## config.mk

```make
export PLATFORM = sky130hd
export DESIGN_NAME = fb_read_scheduler
export DESIGN_NICKNAME = d
export VERILOG_FILES = /design/src/rtl/fb_read_scheduler.sv
export SDC_FILE = /design/constraint.sdc
export NUM_CORES = 1
export LEC_CHECK = 0
export CORE_AREA = 2 2 120 75
export CTS_CLUSTER_SIZE = 20
export DETAILED_ROUTE_END_ITERATION = 10
export DIE_AREA = 0 0 122 77
export PLACE_DENSITY = 0.85
export SLEW_MARGIN = 20
export SYNTH_ARGS = -nofsm -noshare
export SYNTH_HDL_FRONTEND = slang
export SYNTH_SLANG_ARGS = --single-unit
```

## constraint.sdc

```tcl
create_clock -name clk_in -period 3 [get_ports clk_in]
set_clock_uncertainty 0.05 [all_clocks]
set_input_delay 0.6 -clock clk_in [delete_from_list [all_inputs] [get_ports clk_in]]
set_output_delay 0.6 -clock clk_in [all_outputs]
set_load 0.005 [all_outputs]
```

## src/rtl/fb_read_scheduler.sv

```systemverilog
// fb_read_scheduler: owns the frame-buffer BRAM read port, interleaving scaled display reads with aux reads.
// Optional feature macro FB_SCHED_STATS_EN adds aux grant/stall counters.
module fb_read_scheduler #(
    parameter int SRC_W       = 320,
    parameter int SRC_H       = 240,
    parameter int SCALE_SHIFT = 1,
    parameter int ACTIVE_H    = 640,
    parameter int ACTIVE_V    = 480,
    parameter int BRAM_LAT    = 2,
    parameter int ADDR_W      = 17
) (
    input  logic              clk_in,
    input  logic              rst_n_in,
    input  logic [10:0]       hcount_in,
    input  logic [9:0]        vcount_in,
    input  logic              aux_req_in,
    input  logic [ADDR_W-1:0] aux_addr_in,
    output logic              aux_grant_out,
    output logic              aux_valid_out,
    output logic [7:0]        aux_data_out,
`ifdef FB_SCHED_STATS_EN
    output logic [15:0]       aux_grant_cnt_out,
    output logic [15:0]       aux_stall_cnt_out,
`endif
    output logic [ADDR_W-1:0] bram_addr_out,
    input  logic [7:0]        bram_data_in,
    output logic [7:0]        pix_out,
    output logic              pix_valid_out,
    output logic [10:0]       hcount_out,
    output logic [9:0]        vcount_out,
    output logic              frame_start_out
);
    // Window is clamped to the scaled frame-buffer extent so a mismatched ACTIVE_* cannot over-read.
    localparam int H_LIMIT = (ACTIVE_H < (SRC_W << SCALE_SHIFT)) ? ACTIVE_H : (SRC_W << SCALE_SHIFT);
    localparam int V_LIMIT = (ACTIVE_V < (SRC_H << SCALE_SHIFT)) ? ACTIVE_V : (SRC_H << SCALE_SHIFT);
    localparam logic [10:0]       H_END     = 11'(H_LIMIT);
    localparam logic [9:0]        V_END     = 10'(V_LIMIT);
    localparam logic [9:0]        V_PHASE   = 10'((1 << SCALE_SHIFT) - 1);
    localparam logic [ADDR_W-1:0] LINE_STEP = ADDR_W'(SRC_W);
    localparam int unsigned       DEPTH     = unsigned'(BRAM_LAT + 1);

    typedef enum logic {S_BLANK, S_ACTIVE} state_t;

    typedef struct packed {
        logic        is_aux;
        logic        win;
        logic [10:0] h;
        logic [9:0]  v;
        logic        fs;
    } tag_t;

    state_t            state, next_state;
    logic              win, origin;
    logic [ADDR_W-1:0] line_base, base_now, disp_addr;
    tag_t              tag_in, tag_out;
    tag_t              tag_pipe [DEPTH];

    always_comb begin
        win    = (hcount_in < H_END) && (vcount_in < V_END);
        origin = (hcount_in == '0) && (vcount_in == '0);
    end

    always_ff @(posedge clk_in) begin
        if (!rst_n_in) state <= S_BLANK;
        else           state <= next_state;
    end

    always_comb begin
        next_state = state;
        case (state)
            S_BLANK:  if (win)  next_state = S_ACTIVE;
            S_ACTIVE: if (!win) next_state = S_BLANK;
        endcase
    end

    // Decoded from next_state so the display claims the port on the very cycle win rises.
    always_comb begin
        aux_grant_out = 1'b0;
        if (rst_n_in && next_state == S_BLANK) aux_grant_out = aux_req_in;
    end

    always_comb begin
        base_now  = origin ? '0 : line_base;
        disp_addr = base_now + ADDR_W'(hcount_in >> SCALE_SHIFT);
    end

    always_ff @(posedge clk_in) begin
        if (!rst_n_in || origin) begin
            line_base <= '0;
        end else if (hcount_in == H_END && vcount_in < V_END &&
                     (vcount_in & V_PHASE) == V_PHASE) begin
            line_base <= line_base + LINE_STEP;
        end
    end

    always_ff @(posedge clk_in) begin
        if (!rst_n_in)          bram_addr_out <= '0;
        else if (win)           bram_addr_out <= disp_addr;
        else if (aux_grant_out) bram_addr_out <= aux_addr_in;
    end

    always_comb begin
        tag_in.is_aux = aux_grant_out;
        tag_in.win    = win;
        tag_in.h      = hcount_in;
        tag_in.v      = vcount_in;
        tag_in.fs     = origin;
    end

    always_ff @(posedge clk_in) begin
        if (!rst_n_in) begin
            for (int unsigned i = 0; i < DEPTH; i++) tag_pipe[i] <= '0;
        end else begin
            tag_pipe[0] <= tag_in;
            for (int unsigned i = 1; i < DEPTH; i++) tag_pipe[i] <= tag_pipe[i-1];
        end
    end

    always_comb begin
        tag_out         = tag_pipe[DEPTH-1];
        pix_valid_out   = tag_out.win;
        pix_out         = tag_out.win ? bram_data_in : '0;
        aux_valid_out   = tag_out.is_aux;
        aux_data_out    = tag_out.is_aux ? bram_data_in : '0;
        hcount_out      = tag_out.h;
        vcount_out      = tag_out.v;
        frame_start_out = tag_out.fs;
    end

`ifdef FB_SCHED_STATS_EN
    always_ff @(posedge clk_in) begin
        if (!rst_n_in || frame_start_out) begin
            aux_grant_cnt_out <= '0;
            aux_stall_cnt_out <= '0;
        end else begin
            if (aux_grant_out && aux_grant_cnt_out != '1)
                aux_grant_cnt_out <= aux_grant_cnt_out + 16'd1;
            if (aux_req_in && !aux_grant_out && aux_stall_cnt_out != '1)
                aux_stall_cnt_out <= aux_stall_cnt_out + 16'd1;
        end
    end
`endif

endmodule

```

==> results.py, run 1 <==
metrics = {
    "outcome": {
        "status": "finished clean",
    },
    "global_route": {
        "grt_pass1_wl_um": 15020,
        "grt_pass1_vias": 3129,
        "grt_use_total_pct": 20.51,
        "number_of_antenna_violations_at_the_first_check_in_global_routing": 0,
        "grt-ovfl-total": 0,
        "grt_start_max_net_pins": 94,
    },
    "yosys": {
        "most_frequently_used_flop_master_after_synthesis": "dfxtp_1",
        "yosysUniqueCellTypes": 39,
        "synthesized_cell_area_um2": 3877,
        "synth_enable_flop_cells": 0,
        "synth_fp_nets": 447,
        "ys_warn_count": 0,
        "synth_cells": 392,
        "ys_seq_area_share_pct": 51.63,
        "post_synth.cell_area_avg_um2": 9.892,
        "ys_async_sr_fraction_pct": 0,
        "synth.ff_latch_count": 100,
    },
    "clock_network": {
        "cts.htree.levels": 3,
        "clock-sinks": 100,
        "tritoncts_clock_tree": "yes",
        "cts_root_buf": "clkbuf_16",
        "cts_buffer_depth": 2,
        "tritoncts.num_buffers": 9,
        "cts.clk_slew.worst_paths_ps": 70,
        "cts_hold_repair.buffers": 0,
        "clock_latency_reported_for_the_late_side_of_the_worst_skew_pair_ps": 340,
    },
    "cells_and_area": {
        "antenna-diode-count": 0,
        "layout_common_cells": "dfxtp_1, clkdlybuf4s50_1, and2_1",
        "area_growth_syn_to_layout_pct": 42.05,
        "fillerInstances": 639,
        "mostFrequentLayoutCell": "dfxtp_1",
        "final_nets": 554,
        "share_of_layout_cells_above_drive_strength_1_pct": 15.08,
        "stdcell_count": 616,
    },
    "power_and_ir_drop": {
        "p_int_w": 0.002206,
        "comb_power_share_pct": 9.6,
        "p_leak_nw": 2.281,
        "seq_power_share_pct": 49.2,
        "power.switching_fraction_pct": 22.36,
        "vdd.ir_drop.worst_mv": 0.2872,
        "power_density_nw_per_um2": 515.9,
        "clock_network_fraction_of_design_power_pct": 41.2,
        "power.switching_w": 0.0006354,
        "finalPower_w": 0.002842,
    },
    "place": {
        "place_inst": 594,
        "place.port_buffers": 106,
        "dpl.hpwl_um": 6365,
        "globalplace.congestion": 0.8583,
        "detailedPlace.worstSlack_ps": -497.5,
    },
    "detailed_routing": {
        "drc_errors": 0,
        "wire_per_inst_um": 14.89,
        "drt-initial-drc-count": 205,
        "routed-via-count": 3044,
        "first_pass_iters": 4,
        "ant_nets": 0,
        "post_dr_vias_cell": 4.942,
        "routed_wirelength_um": 9171,
    },
    "timing": {
        "finalWorstPathRequiredPeriod_ps": 2982,
        "achievable-frequency_mhz": 335.3,
        "timing.slew.headroom_pct": 55.74,
        "final-hold-violation-count": 0,
        "fin_setup_tns_ps": 0,
        "hold-worst-slack_ps": 379.7,
        "finalCritPeriodShare_pct": 99.40,
        "worst_slew_pin_slew_ps": 663.9,
        "final.setup.worst_slack_ps": 17.99,
        "count_of_final_setup_violators": 0,
        "rsz_0062_raised_after_global_routing": "true",
        "finalMaxSlewViolations": 0,
    },
    "die": {
        "floorplan.core_area_um2": 8295,
        "std_cell_rows": 26,
        "dieHeight_um": 77,
        "dieArea_um2": 9394,
        "starting_density_pct": 46.74,
        "fp.dieW_um": 122,
        "io-pin-count": 107,
    },
    "setup_path": {
        "critPathArrivalTime_ps": 3220,
        "criticalPathCategory": "primary input to flop",
        "crit_required_ps": 3240,
        "timing.critical_path.to_type": "flop",
        "worstPathMaxFanout": 6,
        "cp-start-kind": "primary input",
    },
    "run": {
        "max_cap_violations": 0,
    },
    "worst_hold_path": {
        "hold_class": "flop to flop",
    },
}
[critical path, stage by stage]
cell	delay, ps
clkdlybuf4s50_1	460
nor4_2	330
nand4_1	150
buf_6	160
nor2_4	130
nor2b_1	70
ha_2	190
inv_1	70
fa_2	220
nand2b_4	150
a21oi_4	80
or4_1	490
nand4_1	100
[metrics by stage]
stage / cell area [µm²] / util, %
after global routing: 5508 / 66.40
after detailed placement: 5029 / 60.62
after global placement: 5029 / 60.62
final: 5508 / 66.40
after CTS: 5396 / 65.05
after floorplan: 3877 / -
[what timing repair did]
| item | in CTS | in global routing |
|---|---|---|
| buffers inserted | 2 | 4 |
| gates resized for setup | 10 | 22 |
| endpoints found under the setup margin | 8 | 8 |
| pin swaps | 1 | 10 |
[path summary, 6_finish.rpt]
path | from | end | slack [ps] | cells past startpoint
worst max-delay path | vcount_in[4] | bram_addr_out[10] | 20 | 13
worst min-delay path | tag_pipe[0][45] | tag_pipe[0][69] | 380 | 1
worst min register to register | tag_pipe[0][45] | tag_pipe[0][69] | 380 | 1
worst max register to register | line_base[6] | bram_addr_out[12] | 810 | 9
[routing by layer]
layer / part of all wire (%) / vias up / wire (µm) / global-route usage, %
met5: 0 / - / 0 / 0
met4: 1.5 / 0 / 138 / 7.356
met3: 7.0 / 18 / 644 / 6.399
met2: 47 / 105 / 4307 / 32.35
met1: 44 / 1429 / 4081 / 26.46
li1: - / 1492 / - / -
[power groups by stage]
stage,logic (W),registers (W),clock network [W]
after global routing,0.000295,0.00140,0.00127
after floorplan,0.000106,0.00142,0
after detailed placement,0.000263,0.00143,0
after CTS,0.000268,0.00140,0.00120
final,0.000273,0.00140,0.00117
after global placement,0.000258,0.00143,0
[synth_stat cells (2+ instances only)]
cell type / n / share of area, %
and3_1: 6 / 0.97
o211a_1: 7 / 1.8
and2_1: 86 / 14
inv_1: 6 / 0.58
nand3_1: 12 / 1.5
mux2i_1: 10 / 2.6
nand4_1: 6 / 0.97
dfxtp_1: 100 / 52
or4b_1: 2 / 0.52
buf_2: 3 / 0.39
o31ai_1: 3 / 0.58
or3_1: 3 / 0.48
o21ai_1: 3 / 0.39
buf_4: 21 / 4.1
clkbuf_1: 17 / 1.6
nor2b_1: 3 / 0.48
xnor2_1: 12 / 2.7
a21oi_1: 7 / 0.90
nor4_1: 7 / 1.1
nand2_1: 15 / 1.5
or4_1: 2 / 0.39
nor2_1: 19 / 1.8
xor2_1: 3 / 0.68
ha_1: 5 / 1.6
o21ai_0: 6 / 0.77
mux2_2: 8 / 2.3
nor3_1: 8 / 1.0
[state kept, by name, indices dropped and copies added (netlist names)]
name	flops
bram_addr_out	17
line_base	11
tag_pipe	72
[logic make-up (layout without fill, tap and decap cells)]
| family | Yosys count | in the layout | synth area share (%) |
|---|---|---|---|
| xor+xnor | 15 | 15 | 3.388 |
| simple gates | 174 | 174 | 25.78 |
| compound gates | 31 | 31 | 5.389 |
| flops | 100 | 100 | 51.63 |
| mux | 18 | 18 | 4.905 |
| buf+inv | 48 | 160 | 6.776 |
| fa+ha+maj | 6 | 6 | 2.130 |
[layout make-up]
cell class                 instances  area, µm²  area share, %
sequential                       100       2002          36.35
multi-input combinational        244       1714          31.12
timing repair buffer             138       1318          23.92
clock buffer                       9      225.2          4.089
tap                              112      140.1          2.544
clock inverter                     7      86.33          1.567
inverter                           6      22.52         0.4089
No activity file was read; power rests on OpenSTA's default activity.
==> run 2, diff against run 1 <==
==> constraint.sdc (replaced) <==
create_clock -name clk_in -period 3 [get_ports clk_in]
set_clock_uncertainty 0.05 [all_clocks]
set_input_delay 0.3 -clock clk_in [delete_from_list [all_inputs] [get_ports clk_in]]
set_output_delay 0.3 -clock clk_in [all_outputs]
set_load 0.005 [all_outputs]
==> run 2 against run 1 <==
Wire length is 2.5% lower. Worst hold slack improved by 2.3 ps. Clock-buffer cell count grew 1. Via count is 3.5% lower. Largest cell class unchanged. Global-route usage shrank 0.27 points.
==> results.py, run 2 (same netlist as run 1, synthesis figures left out) <==
metrics = {
    "setup_path": {
        "worstPathMaxFanout": 5,
        "path_depth": 11,
        "critical_path.top_delay_family": "simple AND/OR/NAND/NOR gates",
        "slowest_delay_ps": 470,
        "timing.critical_path.to_type": "flop",
        "worst-r2r-cell-count": 9,
        "criticalPathCategory": "primary input to flop",
        "crit_slowest_cell": "clkdlybuf4s50_1",
        "critPathBufInv": 1,
        "r2r_setup_slack_ps": 690,
        "critPathArrivalTime_ps": 2980,
        "cp-start-kind": "primary input",
        "timing.critical_path.cells": "clkdlybuf4s50_1, nor4_1, nand4_1, nor2_2, nor2b_1, ha_1, nand3_1, nor2_1, nor3_1, or3_1, o31ai_1",
        "crit_required_ps": 3210,
    },
    "cells_and_area": {
        "area_growth_syn_to_layout_pct": 37.08,
        "mostFrequentLayoutCell": "clkdlybuf4s50_1",
        "antenna-diode-count": 0,
        "stdcell_count": 605,
        "biggestRegsByFlops": "tag_pipe: 72 flops, bram_addr_out: 17 flops, line_base: 11 flops",
        "max_reg_flops": 72,
        "share_of_layout_cells_above_drive_strength_1_pct": 9.939,
        "layout_common_cells": "clkdlybuf4s50_1, dfxtp_1, and2_1",
        "final_nets": 543,
        "largest_register": "tag_pipe",
    },
    "power_and_ir_drop": {
        "vdd.ir_drop.worst_mv": 0.2928,
        "power_density_nw_per_um2": 536.4,
        "finalPower_w": 0.002851,
        "p_leak_nw": 2.150,
    },
    "global_route": {
        "number_of_antenna_violations_at_the_first_check_in_global_routing": 0,
        "grt_use_total_pct": 20.24,
        "grt_pass1_wl_um": 14810,
        "grt_pass1_vias": 2964,
        "grt-ovfl-total": 0,
        "grt_start_max_net_pins": 55,
    },
    "clock_network": {
        "tritoncts_clock_tree": "yes",
        "cts.clk_slew.worst_paths_ps": 70,
        "cts_root_buf": "clkbuf_16",
        "postCtsSetupBuffers": 0,
        "tritoncts.num_buffers": 9,
        "cts_buffer_depth": 2,
        "clock_latency_reported_for_the_late_side_of_the_worst_skew_pair_ps": 340,
        "cts.htree.levels": 3,
        "clock-sinks": 100,
    },
    "timing": {
        "hold-worst-slack_ps": 382.1,
        "worst_slew_pin_slew_ps": 442.0,
        "rsz_0062_raised_after_global_routing": "true",
        "final-hold-violation-count": 0,
        "finalWorstPathRequiredPeriod_ps": 2777,
        "finalCritPeriodShare_pct": 92.56,
        "count_of_final_setup_violators": 0,
        "finalMaxSlewViolations": 0,
        "achievable-frequency_mhz": 360.1,
        "timing.slew.headroom_pct": 70.49,
    },
    "die": {
        "dieArea_um2": 9394,
        "std_cell_rows": 26,
        "floorplan.core_area_um2": 8295,
        "starting_density_pct": 46.74,
        "dieHeight_um": 77,
        "fp.dieW_um": 122,
        "io-pin-count": 107,
    },
    "outcome": {
        "status": "finished clean",
    },
    "worst_hold_path": {
        "hold_class": "flop to flop",
        "holdPathStages": 1,
    },
    "detailed_routing": {
        "drt-initial-drc-count": 147,
        "ant_nets": 0,
        "routed_wirelength_um": 8942,
        "first_pass_iters": 4,
        "routed-via-count": 2938,
        "post_dr_vias_cell": 4.856,
        "drc_errors": 0,
        "wire_per_inst_um": 14.78,
    },
    "run": {
        "max_cap_violations": 0,
    },
    "place": {
        "dpl.hpwl_um": 6485,
        "place_inst": 589,
        "globalplace.congestion": 0.8731,
        "place.port_buffers": 106,
    },
}
-- run 2: worst paths after layout --
kind                                       from                end
worst min register to register  tag_pipe[0][36]    tag_pipe[0][60]
worst max-delay path               hcount_in[9]  bram_addr_out[13]
worst min-delay path            tag_pipe[0][36]    tag_pipe[0][60]
worst max register to register     line_base[6]  bram_addr_out[16]
-- run 2: stage by stage --
| step | setup slack, ps | area [µm²] | util [%] | setup TNS [ps] |
|---|---|---|---|---|
| 2_1_floorplan | 536.6 | 3877 | - | 0 |
| 3_3_place_gp | -52.74 | 4991 | 60.17 | -210.7 |
| 3_5_place_dp | -204.3 | 4991 | 60.17 | -1145 |
| 4_1_cts | 129.3 | 5303 | 63.92 | 0 |
| 5_1_grt | -54.38 | 5315 | 64.07 | -54.38 |
| 6_report | 223.3 | 5315 | 64.07 | 0 |
-- run 2: metal layers --
metal	wire length, µm	GRT usage, %
met4	74	4.828
met5	0	0
met1	4307	27.78
met3	511	5.432
met2	4049	31.79
-- run 2: where the power goes --
part | switching, W | total, W | internal, W | leakage (nW)
registers | 0.0000179 | 0.00140 | 0.00138 | 0.821
clock network | 0.000529 | 0.00119 | 0.000665 | 0.148
logic | 0.000100 | 0.000261 | 0.000161 | 1.18
-- run 2: area by class of cell --
| cell class | instances | area [µm²] |
|---|---|---|
| multi-input cells | 244 | 1625 |
| inverters | 6 | 22.52 |
| well taps | 112 | 140.1 |
| clock buffers | 10 | 229.0 |
| clock inverters | 6 | 82.58 |
| fillers | 672 | 2980 |
| repair buffers | 127 | 1214 |
| flip-flops and latches | 100 | 2002 |
-- run 2: repair_timing --
item,CTS,global route
hold buffers,0,0
endpoints found under the setup margin,0,6
resized for setup,0,3
==> run 3, diff against run 2 <==
==> constraint.sdc (replaced) <==
create_clock -name clk_in -period 3 [get_ports clk_in]
set_clock_uncertainty 0.05 [all_clocks]
set_input_delay 0.75 -clock clk_in [delete_from_list [all_inputs] [get_ports clk_in]]
set_output_delay 0.75 -clock clk_in [all_outputs]
set_load 0.005 [all_outputs]
==> run 3 against run 2 <==
Largest cell class unchanged. Clock-buffer cell count is the same. Critical path depth grew 3. Final cell count grew 2.1%. Design area grew 3.4%. Sequential cell count is the same.
==> results.py, run 3 (same netlist as run 1, synthesis figures left out) <==
metrics = {
    "timing": {
        "rsz_0062_raised_after_global_routing": "true",
        "finalMaxSlewViolations": 0,
        "hold-worst-slack_ps": 382.3,
        "timing.slew.headroom_pct": 54.71,
        "count_of_final_setup_violators": 0,
        "final.setup.worst_slack_ps": 75.60,
        "worst_slew_pin_slew_ps": 679.3,
        "final-hold-violation-count": 0,
        "achievable-frequency_mhz": 342.0,
        "finalCritPeriodShare_pct": 97.48,
        "finalWorstPathRequiredPeriod_ps": 2924,
    },
    "setup_path": {
        "criticalPathCategory": "primary input to flop",
        "timing.critical_path.to_type": "flop",
        "crit_slowest_cell": "clkdlybuf4s50_1",
        "worstSetupStartpoint": "vcount_in[1]",
        "crit_end": "bram_addr_out[16]",
        "r2r_end": "bram_addr_out[16]",
        "worst-r2r-cell-count": 9,
        "worstPathMaxFanout": 6,
        "crit_required_ps": 3190,
        "r2r_start": "line_base[6]",
        "critPathArrivalTime_ps": 3110,
        "r2r_setup_slack_ps": 870,
        "crit_path_frequent_cell": "nand4_1",
        "timing.critical_path.cells": "clkdlybuf4s50_1, nor4_2, nand4_1, buf_4, nor2_4, nor2b_1, ha_1, inv_1, fa_2, nand2b_4, a21oi_4, nand4_1, xor2_1, o21ai_1",
        "cp-start-kind": "primary input",
        "slowest_delay_ps": 510,
    },
    "clock_network": {
        "clock-sinks": 100,
        "cts.htree.levels": 3,
        "tritoncts.num_buffers": 9,
        "cts_buffer_depth": 2,
        "clock_latency_reported_for_the_late_side_of_the_worst_skew_pair_ps": 350,
        "tritoncts_clock_tree": "yes",
        "cts.clk_slew.worst_paths_ps": 70,
        "cts_root_buf": "clkbuf_16",
        "cts_hold_repair.buffers": 0,
    },
    "detailed_routing": {
        "drc_errors": 0,
        "routed-via-count": 3007,
        "wire_per_inst_um": 14.74,
        "drt-initial-drc-count": 218,
        "first_pass_iters": 4,
        "ant_nets": 0,
        "routed_wirelength_um": 9112,
        "post_dr_vias_cell": 4.866,
    },
    "global_route": {
        "grt-ovfl-total": 0,
        "grt_use_total_pct": 20.16,
        "grt_start_max_net_pins": 94,
        "grt_pass1_vias": 2864,
        "grt_pass1_wl_um": 14590,
        "number_of_antenna_violations_at_the_first_check_in_global_routing": 0,
    },
    "die": {
        "fp.dieW_um": 122,
        "std_cell_rows": 26,
        "starting_density_pct": 46.74,
        "dieArea_um2": 9394,
        "floorplan.core_area_um2": 8295,
        "io-pin-count": 107,
        "dieHeight_um": 77,
    },
    "cells_and_area": {
        "max_reg_flops": 72,
        "largest_register": "tag_pipe",
        "final_nets": 557,
        "fillerInstances": 638,
        "antenna-diode-count": 0,
        "area_growth_syn_to_layout_pct": 41.72,
        "mostFrequentLayoutCell": "dfxtp_1",
        "biggestRegsByFlops": "tag_pipe: 72 flops, bram_addr_out: 17 flops, line_base: 11 flops",
        "share_of_layout_cells_above_drive_strength_1_pct": 14.62,
        "layout_common_cells": "dfxtp_1, and2_1, clkdlybuf4s50_1",
    },
    "power_and_ir_drop": {
        "p_leak_nw": 2.366,
        "power_density_nw_per_um2": 493.9,
        "vdd.ir_drop.worst_mv": 0.3068,
    },
    "worst_hold_path": {
        "hold_class": "flop to flop",
    },
    "place": {
        "detailedPlace.worstSlack_ps": -626.3,
        "dpl.hpwl_um": 6276,
        "place.port_buffers": 106,
        "globalplace.congestion": 0.9326,
    },
    "outcome": {
        "status": "finished clean",
    },
    "run": {
        "max_cap_violations": 0,
    },
}
## run 3: cell types whose count changed in the layout (fill, tap and decap cells not counted), sizes merged
cell	delta
clkdlybuf4s50	-19
dlymetal6s2s	+16
buf	+14
dlygate4sd2	+3
bufinv	-1
## run 3: cell type report
type | count | area, µm² | area share [%]
Sequential cell | 100 | 2002 | 36.43
Multi-Input combinational cell | 244 | 1709 | 31.10
Timing Repair Buffer | 141 | 1355 | 24.66
Clock buffer | 10 | 229.0 | 4.167
Tap cell | 112 | 140.1 | 2.550
Clock inverter | 5 | 37.54 | 0.6831
Inverter | 6 | 22.52 | 0.4098
## run 3: timing repair
item / CTS / global route
setup buffers: 4 / 7
gates resized for setup: 17 / 24
setup endpoints to repair: 8 / 8
pin swaps: 6 / 12
## run 3: metrics by stage
| stage | power, W | utilization (%) | cell area, µm² | instances | TNS, ps |
|---|---|---|---|---|---|
| 2_1_floorplan | 0.001530 | - | 3877 | 392 | 0 |
| 3_3_place_gp | 0.001681 | 60.44 | 5014 | 592 | -4264 |
| 3_5_place_dp | 0.001688 | 60.44 | 5014 | 592 | -5194 |
| 4_1_cts | 0.002731 | 64.60 | 5359 | 611 | 0 |
| 5_1_grt | 0.002820 | 66.24 | 5495 | 618 | -221.6 |
| 6_report | 0.002714 | 66.24 | 5495 | 618 | 0 |
## run 3: worst min path at each step
stage / start / end / cells past startpoint
after global placement: tag_pipe[0][5] / tag_pipe[0][29] / 1
final: tag_pipe[0][45] / tag_pipe[0][69] / 1
after detailed placement: tag_pipe[0][2] / tag_pipe[0][26] / 1
after CTS: tag_pipe[0][2] / tag_pipe[0][26] / 1
after global routing: tag_pipe[0][45] / tag_pipe[0][69] / 1
after floorplan: tag_pipe[0][0] / tag_pipe[0][24] / 1
## run 3: where the power goes
part / leakage (nW) / internal [W] / switching [W] / total, W
logic: 1.41 / 0.000165 / 0.000106 / 0.000271
clock network: 0.131 / 0.000563 / 0.000483 / 0.00105
registers: 0.821 / 0.00138 / 0.0000179 / 0.00140
## run 3: metal layers
layer  up-vias  routed length [µm]  track usage (%)
li1       1498                   -                -
met2        91                4125            30.67
met4         0                 180            8.161
met5         -                   0                0
met3        16                 653            5.655
met1      1402                4153            26.99
## run 3: critical path, delay by kind of cell
| kind | cells | cell delay, ps |
|---|---|---|
| adder cells (fa/ha/maj) | 2 | 540 |
| XOR/XNOR | 1 | 210 |
| buffers and inverters | 3 | 710 |
| AND/OR/NAND/NOR | 6 | 610 |
| AO/OA/AOI/OAI | 2 | 290 |
